===== src/rtl/cu_pkg.sv =====
// Shared types and constants for the control_unit sequencer: state encoding,
// opcode and ALU code maps, IR field positions and opcode classification helpers.
package cu_pkg;

    typedef enum logic [3:0] {
        ST_RESET = 4'd0,
        ST_T0    = 4'd1,
        ST_T1    = 4'd2,
        ST_T2    = 4'd3,
        ST_T3    = 4'd4,
        ST_T4    = 4'd5,
        ST_T5    = 4'd6,
        ST_T6    = 4'd7,
        ST_HALT  = 4'd8
    } state_e;

    typedef enum logic [2:0] {
        CLS_BIN     = 3'd0,
        CLS_MULDIV  = 3'd1,
        CLS_UNARY   = 3'd2,
        CLS_NOP     = 3'd3,
        CLS_HALT    = 3'd4,
        CLS_ILLEGAL = 3'd5
    } op_class_e;

    localparam logic [4:0] OP_ADD  = 5'b00011;
    localparam logic [4:0] OP_SUB  = 5'b00100;
    localparam logic [4:0] OP_AND  = 5'b00101;
    localparam logic [4:0] OP_OR   = 5'b00110;
    localparam logic [4:0] OP_SHR  = 5'b00111;
    localparam logic [4:0] OP_SHL  = 5'b01000;
    localparam logic [4:0] OP_ROR  = 5'b01001;
    localparam logic [4:0] OP_ROL  = 5'b01010;
    localparam logic [4:0] OP_MUL  = 5'b01111;
    localparam logic [4:0] OP_DIV  = 5'b10000;
    localparam logic [4:0] OP_NEG  = 5'b10001;
    localparam logic [4:0] OP_NOT  = 5'b10010;
    localparam logic [4:0] OP_NOP  = 5'b11010;
    localparam logic [4:0] OP_HALT = 5'b11011;

    localparam logic [3:0] ALU_NONE = 4'b0000;
    localparam logic [3:0] ALU_ADD  = 4'b0011;
    localparam logic [3:0] ALU_SUB  = 4'b0100;
    localparam logic [3:0] ALU_SHR  = 4'b0101;
    localparam logic [3:0] ALU_SHL  = 4'b0110;
    localparam logic [3:0] ALU_ROR  = 4'b0111;
    localparam logic [3:0] ALU_ROL  = 4'b1000;
    localparam logic [3:0] ALU_AND  = 4'b1001;
    localparam logic [3:0] ALU_OR   = 4'b1010;
    localparam logic [3:0] ALU_MUL  = 4'b1011;
    localparam logic [3:0] ALU_DIV  = 4'b1100;
    localparam logic [3:0] ALU_NEG  = 4'b1101;
    localparam logic [3:0] ALU_NOT  = 4'b1110;

    localparam int IR_OP_LSB = 27;
    localparam int IR_RA_LSB = 23;
    localparam int IR_RB_LSB = 19;
    localparam int IR_RC_LSB = 15;

    function automatic op_class_e classify(input logic [4:0] op);
        case (op)
            OP_ADD, OP_SUB, OP_AND, OP_OR,
            OP_SHR, OP_SHL, OP_ROR, OP_ROL: return CLS_BIN;
            OP_MUL, OP_DIV:                 return CLS_MULDIV;
            OP_NEG, OP_NOT:                 return CLS_UNARY;
            OP_NOP:                         return CLS_NOP;
            OP_HALT:                        return CLS_HALT;
            default:                        return CLS_ILLEGAL;
        endcase
    endfunction

    function automatic logic [3:0] alu_code(input logic [4:0] op);
        case (op)
            OP_ADD:  return ALU_ADD;
            OP_SUB:  return ALU_SUB;
            OP_AND:  return ALU_AND;
            OP_OR:   return ALU_OR;
            OP_SHR:  return ALU_SHR;
            OP_SHL:  return ALU_SHL;
            OP_ROR:  return ALU_ROR;
            OP_ROL:  return ALU_ROL;
            OP_MUL:  return ALU_MUL;
            OP_DIV:  return ALU_DIV;
            OP_NEG:  return ALU_NEG;
            OP_NOT:  return ALU_NOT;
            default: return ALU_NONE;
        endcase
    endfunction

endpackage


===== src/rtl/control_unit_if.sv =====
// Strobe/IR bundle between control_unit (master) and the datapath (slave).
// The illegal_op signal exists only when CU_ILLEGAL_TRAP_EN is defined.
interface control_unit_if #(parameter int REG_COUNT = 16);

    logic [31:0]          IR;
    logic                 PCout, Zlowout, Zhighout, MDRout, HIout, LOout, Cout, In_Portout;
    logic                 MARin, PCin, MDRin, IRin, Yin, HIin, LOin;
    logic                 Zin_low, Zin_high, IncPC, Read;
    logic [REG_COUNT-1:0] reg_out;
    logic [REG_COUNT-1:0] reg_in;
    logic [3:0]           operation;
    logic                 Run;
`ifdef CU_ILLEGAL_TRAP_EN
    logic                 illegal_op;

    modport master (
        input  IR,
        output PCout, Zlowout, Zhighout, MDRout, HIout, LOout, Cout, In_Portout,
        output MARin, PCin, MDRin, IRin, Yin, HIin, LOin, Zin_low, Zin_high, IncPC, Read,
        output reg_out, reg_in, operation, Run, illegal_op
    );
    modport slave (
        output IR,
        input  PCout, Zlowout, Zhighout, MDRout, HIout, LOout, Cout, In_Portout,
        input  MARin, PCin, MDRin, IRin, Yin, HIin, LOin, Zin_low, Zin_high, IncPC, Read,
        input  reg_out, reg_in, operation, Run, illegal_op
    );
`else
    modport master (
        input  IR,
        output PCout, Zlowout, Zhighout, MDRout, HIout, LOout, Cout, In_Portout,
        output MARin, PCin, MDRin, IRin, Yin, HIin, LOin, Zin_low, Zin_high, IncPC, Read,
        output reg_out, reg_in, operation, Run
    );
    modport slave (
        output IR,
        input  PCout, Zlowout, Zhighout, MDRout, HIout, LOout, Cout, In_Portout,
        input  MARin, PCin, MDRin, IRin, Yin, HIin, LOin, Zin_low, Zin_high, IncPC, Read,
        input  reg_out, reg_in, operation, Run
    );
`endif

endinterface


===== src/rtl/control_unit_sel_decode.sv =====
// 4-to-N one-hot register select decoder with enable.
module sel_decode #(
    parameter int N = 16
) (
    input  logic [3:0]   sel,
    input  logic         en,
    output logic [N-1:0] onehot
);

    // One-hot decode; encodings beyond N select nothing.
    always_comb begin
        onehot = '0;
        if (en && (32'(sel) < N)) begin
            onehot[sel] = 1'b1;
        end else begin
            onehot = '0;
        end
    end

endmodule


===== src/rtl/control_unit.sv =====
// Hardwired fetch/execute sequencer for the DataPath block. Defining
// CU_ILLEGAL_TRAP_EN makes illegal opcodes halt and raise a sticky illegal_op.
module control_unit
    import cu_pkg::*;
#(
    parameter int REG_COUNT = 16
) (
    input logic            Clock,
    input logic            clear,
    control_unit_if.master bus
);

    state_e               state_q, state_d;
    op_class_e            cls_s;
    logic [3:0]           alu_s, ra_s, rb_s, rc_s;
    logic                 out_en_s, in_en_s;
    logic [3:0]           out_idx_s, in_idx_s;
    logic [REG_COUNT-1:0] reg_out_s, reg_in_s;

    assign cls_s = classify(bus.IR[IR_OP_LSB +: 5]);
    assign alu_s = alu_code(bus.IR[IR_OP_LSB +: 5]);
    assign ra_s  = bus.IR[IR_RA_LSB +: 4];
    assign rb_s  = bus.IR[IR_RB_LSB +: 4];
    assign rc_s  = bus.IR[IR_RC_LSB +: 4];

    // Next-state: fixed fetch, then a class-dependent execute length.
    always_comb begin
        state_d = state_q;
        case (state_q)
            ST_RESET: state_d = ST_T0;
            ST_T0:    state_d = ST_T1;
            ST_T1:    state_d = ST_T2;
            ST_T2: begin
                case (cls_s)
                    CLS_BIN, CLS_MULDIV, CLS_UNARY: state_d = ST_T3;
                    CLS_HALT:                       state_d = ST_HALT;
`ifdef CU_ILLEGAL_TRAP_EN
                    CLS_ILLEGAL:                    state_d = ST_HALT;
`endif
                    default:                        state_d = ST_T0;
                endcase
            end
            ST_T3:    state_d = ST_T4;
            ST_T4: begin
                if ((cls_s == CLS_BIN) || (cls_s == CLS_MULDIV)) begin
                    state_d = ST_T5;
                end else begin
                    state_d = ST_T0;
                end
            end
            ST_T5: begin
                if (cls_s == CLS_MULDIV) begin
                    state_d = ST_T6;
                end else begin
                    state_d = ST_T0;
                end
            end
            ST_T6:    state_d = ST_T0;
            ST_HALT:  state_d = ST_HALT;
            default:  state_d = ST_RESET;
        endcase
    end

    // State register; clear aborts any instruction immediately.
    always_ff @(posedge Clock or negedge clear) begin
        if (!clear) begin
            state_q <= ST_RESET;
        end else begin
            state_q <= state_d;
        end
    end

`ifdef CU_ILLEGAL_TRAP_EN
    logic illegal_q, illegal_d;

    // Sticky flag: set on an illegal opcode at decode, cleared only by clear.
    always_comb begin
        if ((state_q == ST_T2) && (cls_s == CLS_ILLEGAL)) begin
            illegal_d = 1'b1;
        end else begin
            illegal_d = illegal_q;
        end
    end

    // Illegal-opcode flag register.
    always_ff @(posedge Clock or negedge clear) begin
        if (!clear) begin
            illegal_q <= 1'b0;
        end else begin
            illegal_q <= illegal_d;
        end
    end

    assign bus.illegal_op = illegal_q;
`endif

    // Strobe decode from the state register; IR fields only matter from T3.
    always_comb begin
        bus.PCout = 1'b0;  bus.Zlowout = 1'b0; bus.Zhighout = 1'b0; bus.MDRout = 1'b0;
        bus.HIout = 1'b0;  bus.LOout = 1'b0;   bus.Cout = 1'b0;     bus.In_Portout = 1'b0;
        bus.MARin = 1'b0;  bus.PCin = 1'b0;    bus.MDRin = 1'b0;    bus.IRin = 1'b0;
        bus.Yin = 1'b0;    bus.HIin = 1'b0;    bus.LOin = 1'b0;     bus.Zin_low = 1'b0;
        bus.Zin_high = 1'b0; bus.IncPC = 1'b0; bus.Read = 1'b0;
        bus.operation = ALU_NONE;
        bus.Run = (state_q != ST_RESET) && (state_q != ST_HALT);
        out_en_s = 1'b0; out_idx_s = 4'd0;
        in_en_s  = 1'b0; in_idx_s  = 4'd0;
        case (state_q)
            ST_T0: begin
                bus.PCout = 1'b1; bus.MARin = 1'b1; bus.IncPC = 1'b1; bus.Zin_low = 1'b1;
            end
            ST_T1: begin
                bus.Zlowout = 1'b1; bus.PCin = 1'b1; bus.Read = 1'b1; bus.MDRin = 1'b1;
            end
            ST_T2: begin
                bus.MDRout = 1'b1; bus.IRin = 1'b1;
            end
            ST_T3: begin
                case (cls_s)
                    CLS_BIN:    begin out_en_s = 1'b1; out_idx_s = rb_s; bus.Yin = 1'b1; end
                    CLS_MULDIV: begin out_en_s = 1'b1; out_idx_s = ra_s; bus.Yin = 1'b1; end
                    CLS_UNARY: begin
                        out_en_s = 1'b1; out_idx_s = rb_s;
                        bus.operation = alu_s; bus.Zin_low = 1'b1;
                    end
                    default:    out_en_s = 1'b0;
                endcase
            end
            ST_T4: begin
                case (cls_s)
                    CLS_BIN: begin
                        out_en_s = 1'b1; out_idx_s = rc_s;
                        bus.operation = alu_s; bus.Zin_low = 1'b1;
                    end
                    CLS_MULDIV: begin
                        out_en_s = 1'b1; out_idx_s = rb_s; bus.operation = alu_s;
                        bus.Zin_low = 1'b1; bus.Zin_high = 1'b1;
                    end
                    CLS_UNARY:  begin bus.Zlowout = 1'b1; in_en_s = 1'b1; in_idx_s = ra_s; end
                    default:    out_en_s = 1'b0;
                endcase
            end
            ST_T5: begin
                case (cls_s)
                    CLS_BIN:    begin bus.Zlowout = 1'b1; in_en_s = 1'b1; in_idx_s = ra_s; end
                    CLS_MULDIV: begin bus.Zlowout = 1'b1; bus.LOin = 1'b1; end
                    default:    in_en_s = 1'b0;
                endcase
            end
            ST_T6: begin
                if (cls_s == CLS_MULDIV) begin
                    bus.Zhighout = 1'b1; bus.HIin = 1'b1;
                end else begin
                    bus.Zhighout = 1'b0;
                end
            end
            default: bus.Run = 1'b0;
        endcase
    end

    sel_decode #(.N(REG_COUNT)) u_out_dec (.sel(out_idx_s), .en(out_en_s), .onehot(reg_out_s));
    sel_decode #(.N(REG_COUNT)) u_in_dec  (.sel(in_idx_s),  .en(in_en_s),  .onehot(reg_in_s));

    assign bus.reg_out = reg_out_s;
    assign bus.reg_in  = reg_in_s;

endmodule


===== src/flat_wrapper.sv =====
// flat-port wrapper written by rule: the top's interface ports become plain ports
module control_unit_flat import cu_pkg::*;
#(
    parameter int REG_COUNT = 16
)
  (Clock, clear, bus_IR, bus_PCout, bus_Zlowout, bus_Zhighout, bus_MDRout, bus_HIout, bus_LOout, bus_Cout, bus_In_Portout, bus_MARin, bus_PCin, bus_MDRin, bus_IRin, bus_Yin, bus_HIin, bus_LOin, bus_Zin_low, bus_Zin_high, bus_IncPC, bus_Read, bus_reg_out, bus_reg_in, bus_operation, bus_Run);
  control_unit_if #(.REG_COUNT(REG_COUNT)) bus_i ();
  input logic Clock;
  input logic clear;
  input wire logic [$bits(bus_i.IR)-1:0] bus_IR;
  output wire logic [$bits(bus_i.PCout)-1:0] bus_PCout;
  output wire logic [$bits(bus_i.Zlowout)-1:0] bus_Zlowout;
  output wire logic [$bits(bus_i.Zhighout)-1:0] bus_Zhighout;
  output wire logic [$bits(bus_i.MDRout)-1:0] bus_MDRout;
  output wire logic [$bits(bus_i.HIout)-1:0] bus_HIout;
  output wire logic [$bits(bus_i.LOout)-1:0] bus_LOout;
  output wire logic [$bits(bus_i.Cout)-1:0] bus_Cout;
  output wire logic [$bits(bus_i.In_Portout)-1:0] bus_In_Portout;
  output wire logic [$bits(bus_i.MARin)-1:0] bus_MARin;
  output wire logic [$bits(bus_i.PCin)-1:0] bus_PCin;
  output wire logic [$bits(bus_i.MDRin)-1:0] bus_MDRin;
  output wire logic [$bits(bus_i.IRin)-1:0] bus_IRin;
  output wire logic [$bits(bus_i.Yin)-1:0] bus_Yin;
  output wire logic [$bits(bus_i.HIin)-1:0] bus_HIin;
  output wire logic [$bits(bus_i.LOin)-1:0] bus_LOin;
  output wire logic [$bits(bus_i.Zin_low)-1:0] bus_Zin_low;
  output wire logic [$bits(bus_i.Zin_high)-1:0] bus_Zin_high;
  output wire logic [$bits(bus_i.IncPC)-1:0] bus_IncPC;
  output wire logic [$bits(bus_i.Read)-1:0] bus_Read;
  output wire logic [$bits(bus_i.reg_out)-1:0] bus_reg_out;
  output wire logic [$bits(bus_i.reg_in)-1:0] bus_reg_in;
  output wire logic [$bits(bus_i.operation)-1:0] bus_operation;
  output wire logic [$bits(bus_i.Run)-1:0] bus_Run;
  assign bus_i.IR = bus_IR;
  assign bus_PCout = bus_i.PCout;
  assign bus_Zlowout = bus_i.Zlowout;
  assign bus_Zhighout = bus_i.Zhighout;
  assign bus_MDRout = bus_i.MDRout;
  assign bus_HIout = bus_i.HIout;
  assign bus_LOout = bus_i.LOout;
  assign bus_Cout = bus_i.Cout;
  assign bus_In_Portout = bus_i.In_Portout;
  assign bus_MARin = bus_i.MARin;
  assign bus_PCin = bus_i.PCin;
  assign bus_MDRin = bus_i.MDRin;
  assign bus_IRin = bus_i.IRin;
  assign bus_Yin = bus_i.Yin;
  assign bus_HIin = bus_i.HIin;
  assign bus_LOin = bus_i.LOin;
  assign bus_Zin_low = bus_i.Zin_low;
  assign bus_Zin_high = bus_i.Zin_high;
  assign bus_IncPC = bus_i.IncPC;
  assign bus_Read = bus_i.Read;
  assign bus_reg_out = bus_i.reg_out;
  assign bus_reg_in = bus_i.reg_in;
  assign bus_operation = bus_i.operation;
  assign bus_Run = bus_i.Run;
  control_unit #(.REG_COUNT(REG_COUNT)) u_core (.Clock(Clock), .clear(clear), .bus(bus_i));
endmodule

===== config.mk =====
export PLATFORM = sky130hd
export DESIGN_NAME = control_unit_flat
export DESIGN_NICKNAME = d
export VERILOG_FILES = /design/src/rtl/cu_pkg.sv /design/src/rtl/control_unit_if.sv /design/src/rtl/control_unit_sel_decode.sv /design/src/rtl/control_unit.sv /design/src/flat_wrapper.sv
export SDC_FILE = /design/constraint.sdc
export NUM_CORES = 1
export LEC_CHECK = 0
export CORE_MARGIN = 2
export CORE_UTILIZATION = 33
export CTS_CLUSTER_SIZE = 16
export DETAILED_ROUTE_END_ITERATION = 16
export HOLD_SLACK_MARGIN = 0.05
export PLACE_DENSITY = 0.88
export RECOVER_POWER = 50
export SLEW_MARGIN = 40
export SYNTH_ARGS = -nofsm -noshare
export SYNTH_HDL_FRONTEND = slang
export SYNTH_SLANG_ARGS = --single-unit

===== constraint.sdc =====
create_clock -name Clock -period 3.3 [get_ports Clock]
set_clock_uncertainty 0.15 [all_clocks]
set_input_delay 0.66 -clock Clock [delete_from_list [all_inputs] [get_ports Clock]]
set_output_delay 0.66 -clock Clock [all_outputs]
set_load 0.005 [all_outputs]

Word level (Yosys, flattened, before mapping):

Memories as Yosys holds them, arrays and structs flattened.
Cells that the tools add are included.
Widths: inputs -> output; s select.

* ROM bits: 224
* memory bits (writable): 0
* input port bits: 34
* register bits: 4
* memories kept: 2
* output and inout bits: 56
* bits in latches: 0
* logic and storage cells: 67

* shift-type cells: 0
* $lt $le $gt $ge: 4
* div/mod/pow operators: 0
* $add $sub $neg: 0
* $mul: 0
* reduce and logical (&&, ||, !) cells: 12
* mux-type cells: 36
* eq/ne operators: 12
* bitwise operators: 0

Memory list
* (name not given): words 32, width 4, rd ports 1, clocked after memory_dff 0, wr ports 0, RTL line cu_pkg.sv:73 `case (op)`
* (name not given): words 32, width 3, rd ports 1, clocked after memory_dff 0, wr ports 0, RTL line cu_pkg.sv:61 `case (op)`

Operator list (number)
* $pmux 4 s2: 6
* $mux 16: 2
* $pmux 4 s8: 1
* $eq 4x3->1 const B: 4
* $mux 4: 4
* $mux 1: 15
* $lt 4x5->1 const B: 2
* $demux 1 s4: 2
* $eq 4x2->1 const B: 2
* $ge 4x1->1 const B: 2
* $reduce_or 7->1: 1
* $mux 3: 2
* $pmux 1 s3: 2
* $reduce_or 2->1: 3
* $eq 4x1->1 const B: 1
* $eq 4x4->1 const B: 1
* $logic_not 4->1: 1
* $ne 4x4->1 const B: 1
* $pmux 1 s2: 2
* $reduce_bool 4->1: 1
* $eq 3x1->1 const B: 1
* $eq 3x2->1 const B: 1
* $eq 3x3->1 const B: 1
* $logic_and 1x1->1: 3
* 3 further kinds: 3

Depth between registers and ports, before layout:

Gate-level depths: netlist of the first run.
An unclocked memory read counts as a cell.

* depth after elaboration: 10
* gate-level depth with buffers: 9
* gate-level depth less buffers: 8

Cells and area by module:

From an unflattened synthesis of the first run, not the netlist that was laid out.

* cell total of the unflattened synthesis: 205
* area total of the unflattened synthesis: 1322.5 µm²

Modules (own cells, without submodules)
* control_unit: times used 1, cells an instance 159, area an instance 1084.8 µm², sequential area each 100.1 µm²
* sel_decode (u_core.u_in_dec): times used 1, cells an instance 23, area an instance 120.1 µm², sequential area each 0.0 µm²
* sel_decode (u_core.u_out_dec): times used 1, cells an instance 23, area an instance 117.6 µm², sequential area each 0.0 µm²

Worst setup path before layout of the first run:

No wires, ideal clock.

* path type: input -> output
* start point: input bus_IR[27]
* end point: output bus_operation[1]
* buffers on the path: 1
* arrival time: 2540 ps
* setup slack: -50 ps
* stages: 9
* data required time: 2490 ps
* cells stage by stage: inv_1 -> ha_1 -> or4b_4 -> o21a_1 -> buf_6 -> a211oi_2 -> a21oi_1 -> or3_1 -> nor3_2

* word-level cells in the longest chain between the ends: 5
* elaborated cells between the ends (all ways): 9
* classes of those cells: eq/ne: 2; mux: 3; reduce/logical: 2; memory: 2

RTL lines
* start: declaration: RTL line flat_wrapper.sv:10 `input wire logic [$bits(bus_i.IR)-1:0] bus_IR;`
* $mem_v2 32x3
* $eq 3x1->1 or $logic_not 3->1 (tied branches): RTL line control_unit.sv:130 `case (cls_s)`
* $reduce_or 2->1 (no source line)
* $mux 4: RTL line control_unit.sv:130
* $pmux 4 s2 (*): RTL line control_unit.sv:108 `case (state_q)`
* end: declaration: RTL line flat_wrapper.sv:32 `output wire logic [$bits(bus_i.operation)-1:0] bus_operation;`

Mark *: on every way between the ends. The rest lies on a longest branch, timed or not.

Worst setup path after layout of the first run:

* start point: input bus_IR[27]
* end point: output bus_reg_out[4]

* word-level cells in the longest chain between the ends: 10
* elaborated cells between the ends (all ways): 19
* classes of those cells: order compare: 2; eq/ne: 2; mux: 9; reduce/logical: 5; memory: 1

RTL lines
* $mem_v2 32x3 (*)
* $eq 3x2->1 or $logic_not 3->1 (tied branches): RTL line control_unit.sv:119, control_unit.sv:130
* $reduce_or 2->1 (no source line)
* $pmux 4 s2: RTL line control_unit.sv:119 `case (cls_s)`
* $pmux 4 s2: RTL line control_unit.sv:108
* $lt 4x5->1 (not written as such) or $ge 4x1->1 (tied branches): RTL line control_unit_sel_decode.sv:14 `onehot[sel] = 1'b1;`
* $logic_and 1x1->1 (not written as such): RTL line control_unit_sel_decode.sv:14
* $mux 1 (not written as such): RTL line control_unit_sel_decode.sv:14
* $demux 1 s4: RTL line control_unit_sel_decode.sv:14
* $mux 16 (*): RTL line control_unit_sel_decode.sv:13 `if (en && (32'(sel) < N)) begin`
* end: declaration: RTL line flat_wrapper.sv:30 `output wire logic [$bits(bus_i.reg_out)-1:0] bus_reg_out;`

Marks and branches as above.

==> impl_metrics.toml, run 1 <==
[run_status]
status = "finished with violations"
failed_checks = "negative setup slack"

[synthesis]
syn_inst = 211
ys.flop_type = "dfrtp_1"
synth_area_um2 = 1390
async_reset_ff_share_pct = 100
yosys_warnings = 0
synth.yosys.seq_area_share_pct = 7.23
ys_ff_latch = 4
synth_edf_count = 0
yosys-top-cells-area = "nor2_1 9.5%, dfrtp_1 7.2%, buf_4 6.0%"
yosysMostFrequentCell = "nor2_1"
synth_area_leader_cell = "nor2_1"
synthTopCellsByCount = "35 x nor2_1, 16 x a21oi_1, 11 x buf_4, 11 x nor2b_1"
synth_top_area_share_pct = 9.49
synth_area_per_cell_um2 = 6.56
yosysUniqueCellTypes = 50

[sta]
slew_viol_final = 0
setup_viol = 38
fmax_mhz = 260
slew_headroom_pct = 63.6
worst_slack_ns = -0.546
holdWs_ns = 0.451
post-route-min-period_ns = 3.85
hold_violations = 0
rsz0062_at_grt = "true"
worst_slew_pin_slew_ns = 0.547
period_share_pct = 117

[route]
vias_per_cell = 6.04
drt_iter0_markers = 234
drcViolationCount = 0
drtAntennaViolNets = 0
routed_wl_um = 9240
routed-via-count = 2610
wl_per_cell_um = 21.4
drtPass1Iterations = 5

[layout]
seqCellArea_um2 = 100
drive_above_1_share_pct = 65.2
largest_reg_flops = 4
final_util_pct = 83.1
nNetsFinal = 422
reg_top3 = "u_core.state_q (4)"
regMostFlops = "u_core.state_q"
multiInputGateArea_um2 = 1670
final_cells = 432
nFillCells = 223
area_growth_pct = 142
n_antenna_cell = 0

[grt]
grt_max_degree = 12
grt_antenna_before_repair = 0
grt_pass1_vias = 2492
grt_pass1_wl_um = 12100
track_usage_pct = 34.9
grt_overflow = 0

[power]
vdd.ir_drop.worst_v = 0.000231
power.leakage_nw = 1.52
power_mw = 1.15
power.density_nw_per_um2 = 342

[die]
die_w_um = 68.8
die-area_um2 = 4730
initial_utilization_pct = 34.4
coreArea_um2 = 4030
rows = 23
die_h_um = 68.8
io_pins = 90

[clock_tree]
htree_levels = 1
cts-buffers-inserted = 3
cts.sinks = 4
path_clk_slew_ns = 0.03
clock_latency_ns = 0.21
cts_tree = "built"
hold_buffers = 0
clockBufferDepth = 2
root_buffer = "clkbuf_8"

[worst_setup_path]
cp-end-kind = "output pin"
path_delay_family = "compound AO/OA/AOI/OAI gates"
crit_type = "input port to output pin"
path_buf_inv = 7
critPathLaunchType = "input port"
max_stage_delay_ns = 0.35
path_cells = "buf_8, buf_6, ha_4, buf_4, buf_4, o21a_2, buf_4, o21ai_1, a21o_1, o221ai_4, buf_4, nor3_2, buf_2"
path_common_cell = "buf_4"
required_ns = 2.49
path_max_fanout = 5
slowest_stage = "o21ai_1"
crit_arrival_ns = 3.04

[placement]
gp_congestion = 0.900
io_buffers = 70
pre_cts_ws_ns = -1.21
place_hpwl_um = 4050
placed_cells_incl_taps = 372

[hold_path]
hp-class = "flip-flop to flip-flop"

[job]
drv_cap = 0
[kinds of logic (layout without fill, tap and decap cells)]
family	after synthesis	count (layout)	synth area share (%)
AND/OR/NAND/NOR	113	113	45.3
AO/OA/AOI/OAI	62	63	30.2
buffers and inverters	24	191	11.3
adder cells (fa/ha/maj)	5	5	4.34
flip-flops	4	4	7.23
other	1	4	0.271
XOR/XNOR	1	1	0.632
multiplexers	1	1	0.813
[worst min-delay path: cells and delay by family (launching register included)]
kind / cells / cell delay, ns
flip-flops: 1 / 0.33
buffers and inverters: 1 / 0.17
AO/OA/AOI/OAI: 1 / 0.05
[layout by cell type (no fill, tap or decap), types with 4 or more instances in the layout]
| cell type | instances |
|---|---|
| buf_4 | 86 |
| buf_2 | 40 |
| buf_6 | 28 |
| clkdlybuf4s50_1 | 21 |
| nor2_2 | 16 |
| nor2_1 | 16 |
| nand2_1 | 10 |
| nand4_1 | 10 |
| a21oi_1 | 10 |
| nand2b_1 | 8 |
| o21ai_4 | 7 |
| nor2b_1 | 6 |
| nor3_1 | 6 |
| nor2_4 | 4 |
| o21a_1 | 4 |
| o21ai_2 | 4 |
| a211oi_4 | 4 |
| nor3_2 | 4 |
| conb_1 | 4 |
| dfrtp_1 | 4 |
[path summary, 6_finish.rpt]
check                             startpoint           endpoint  slack [ns]  cells past startpoint
max                               bus_IR[27]     bus_reg_out[4]       -0.55                     13
min                        u_core.state_q[3]  u_core.state_q[0]        0.45                      2
max reg2reg                u_core.state_q[1]  u_core.state_q[2]        1.56                      5
min reg2reg                u_core.state_q[3]  u_core.state_q[0]        0.45                      2
max in group asynchronous              clear  u_core.state_q[0]        2.27                      1
min in group asynchronous              clear  u_core.state_q[3]        0.57                      1
[area by class of cell]
class                           instances  area share (%)
Tap cell                               50            1.87
Sequential cell                         4            2.99
Inverter                                3           0.411
Timing Repair Buffer                  185            43.7
Multi-Input combinational cell        187            49.8
Clock buffer                            3            1.23
[power by group]
group | internal, mW | switching, mW | leakage (nW)
Sequential | 0.0698 | 0.0117 | 0.0502
Clock | 0.0776 | 0.0238 | 0.0216
Combinational | 0.459 | 0.504 | 1.45
[metrics by stage]
| stage | area [µm²] | setup TNS, ns |
|---|---|---|
| 5_1_grt | 3350 | -15.34 |
| 3_5_place_dp | 2460 | -43.53 |
| 3_3_place_gp | 2460 | -40.04 |
| 4_1_cts | 3110 | -6.89 |
| 6_report | 3350 | -12.70 |
| 2_1_floorplan | 1400 | -0.191 |
[routing by layer]
metal	vias up	wire [µm]	track usage [%]
li1	1107	-	-
met1	1215	3210	34.9
met2	215	4560	62.7
met3	73	756	9.09
met4	0	720	24.3
met5	-	0	0
[what timing repair did]
action,CTS,global route
gates cloned,1,0
buffers inserted,47,12
endpoints found under the setup margin,43,42
pin swaps,52,28
gates resized for setup,278,51
No activity file was read; power rests on OpenSTA's default activity.
==> inputs of run 2 (changes only) <==
- TNS_END_PERCENT: default -> 1
==> run 2 against run 1 <==
The run still ends with negative setup slack left. Critical path depth unchanged. Via count down 8.2%. Register-to-register slack better by 0.06 ns. Critical path type unchanged.
==> impl_metrics.toml, run 2 (synthesis results as in run 1) <==
[run_status]
status = "finished with violations"
failed_checks = "negative setup slack"

[sta]
slew_headroom_pct = 63.9
slew_viol_final = 0
fmax_mhz = 271
rsz0062_at_grt = "true"
setup_viol = 40
hold_violations = 0
finalSetupTns_ns = -9.36
period_share_pct = 112
worst_slew_pin_slew_ns = 0.542
holdWs_ns = 0.456
post-route-min-period_ns = 3.69
worst_slack_ns = -0.391

[route]
wl_met3_um = 706
routed-via-count = 2397
drtAntennaViolNets = 0
wl_met2_um = 3800
wl_per_cell_um = 18.2
drcViolationCount = 0
vias_per_cell = 5.95
drt_iter0_markers = 206
drtPass1Iterations = 7
routed_wl_um = 7340
met1_length_um = 2500
top_layer = "met4"

[power]
vdd.ir_drop.worst_v = 0.000256
power.density_nw_per_um2 = 347
clkPwrFrac_pct = 10.3
power.leakage_nw = 1.34
power.switching_mw = 0.468
combinationalPowerShare_pct = 82.0
p_int_mw = 0.564
switching_share_pct = 45.3
power_mw = 1.03
seqPwrFrac_pct = 7.8

[grt]
grt_overflow = 0
grt_pass1_vias = 2238
track_usage_pct = 30.3
grt_max_degree = 12
grt_antenna_before_repair = 0
grt_pass1_wl_um = 10800

[worst_setup_path]
path_common_cell = "buf_6"
critPathLaunchType = "input port"
path_max_fanout = 5
path_cells = "buf_6, buf_6, ha_4, nor2b_4, or4_4, nand4_1, buf_4, buf_6, a21oi_2, a211oi_2, buf_4, nor3b_2, buf_2"
crit_arrival_ns = 2.88
reg2regPathDepth = 5
required_ns = 2.49
cp-end-kind = "output pin"
crit_start = "bus_IR[27]"
r2r_start = "u_core.state_q[1]"
crit_type = "input port to output pin"
max_stage_delay_ns = 0.54
slowest_stage = "or4_4"

[layout]
final_util_pct = 73.7
area_growth_pct = 114
largest_reg_flops = 4
regMostFlops = "u_core.state_q"
reg_top3 = "u_core.state_q (4)"
final_common_cell = "buf_4"
stdcell_area_um2 = 2970
n_antenna_cell = 0
nNetsFinal = 393
final_cells = 403
drive_above_1_share_pct = 57.2
final_cell_mix = "72 x buf_4, 33 x buf_2, 23 x clkdlybuf4s50_1"

[die]
die-area_um2 = 4730
initial_utilization_pct = 34.4
io_pins = 90
die_w_um = 68.8
die_h_um = 68.8
coreArea_um2 = 4030
rows = 23

[clock_tree]
cts.sinks = 4
path_clk_slew_ns = 0.03
hold_buffers = 0
root_buffer = "clkbuf_8"
clock_latency_ns = 0.22
htree_levels = 1
clockBufferDepth = 2
cts_tree = "built"
cts-buffers-inserted = 3

[hold_path]
hp-class = "flip-flop to flip-flop"
hp-start = "u_core.state_q[3]"
worstHoldPathCells = 2

[placement]
post_dp_cell_area_um2 = 2440
place_hpwl_um = 4010
pre_cts_ws_ns = -1.19
gp_congestion = 0.861
placed_cells_incl_taps = 370
io_buffers = 70

[job]
drv_cap = 0
==> run 2: cell count changes in the layout (fill, tap and decap cells not counted), sizes merged <==
cell	previous run	this run
clkdlybuf4s50	21	23
dlygate4sd2	2	4
buf	156	120
dlymetal6s2s	0	2
o21a	6	7
==> run 2: layout make-up <==
class	instances	area (µm²)
fill	282	1060
sequential	4	100
clock buffer	3	41.3
inverter	3	11.3
timing repair buffer	155	1220
tap	50	62.6
multi-input combinational	188	1530
==> run 2: layer usage <==
layer	global-route usage, %	vias to the layer above
li1	-	1052
met1	34.1	1112
met2	57.1	187
met3	3.57	46
met4	12.5	0
met5	0	-
==> run 2: timing repair <==
item	CTS	global route
gates resized for setup	230	37
buffers inserted	25	3
cloned	2	0
setup endpoints to repair	43	43
pin swaps	37	13
==> run 2: final timing paths <==
path                                endpoint  slack (ns)
max                           bus_reg_out[0]       -0.39
min                        u_core.state_q[0]        0.46
max reg2reg                u_core.state_q[2]        1.62
min in group asynchronous  u_core.state_q[0]        0.56
min reg2reg                u_core.state_q[0]        0.46
max in group asynchronous  u_core.state_q[1]        2.27
==> run 2: power groups by stage <==
stage	Sequential [mW]	Clock, mW	Combinational [mW]
after floorplan	0.0766	0	0.373
after CTS	0.0801	0.107	0.797
after detailed placement	0.0807	0	0.692
after global routing	0.0820	0.108	0.899
final	0.0801	0.106	0.845
after global placement	0.0792	0	0.674
==> run 2: worst max-delay path, delay by kind of cell <==
family	cells	cell delay (ns)
simple gates	4	1.02
compound gates	2	0.25
fa+ha+maj	1	0.18
buf+inv	6	0.78
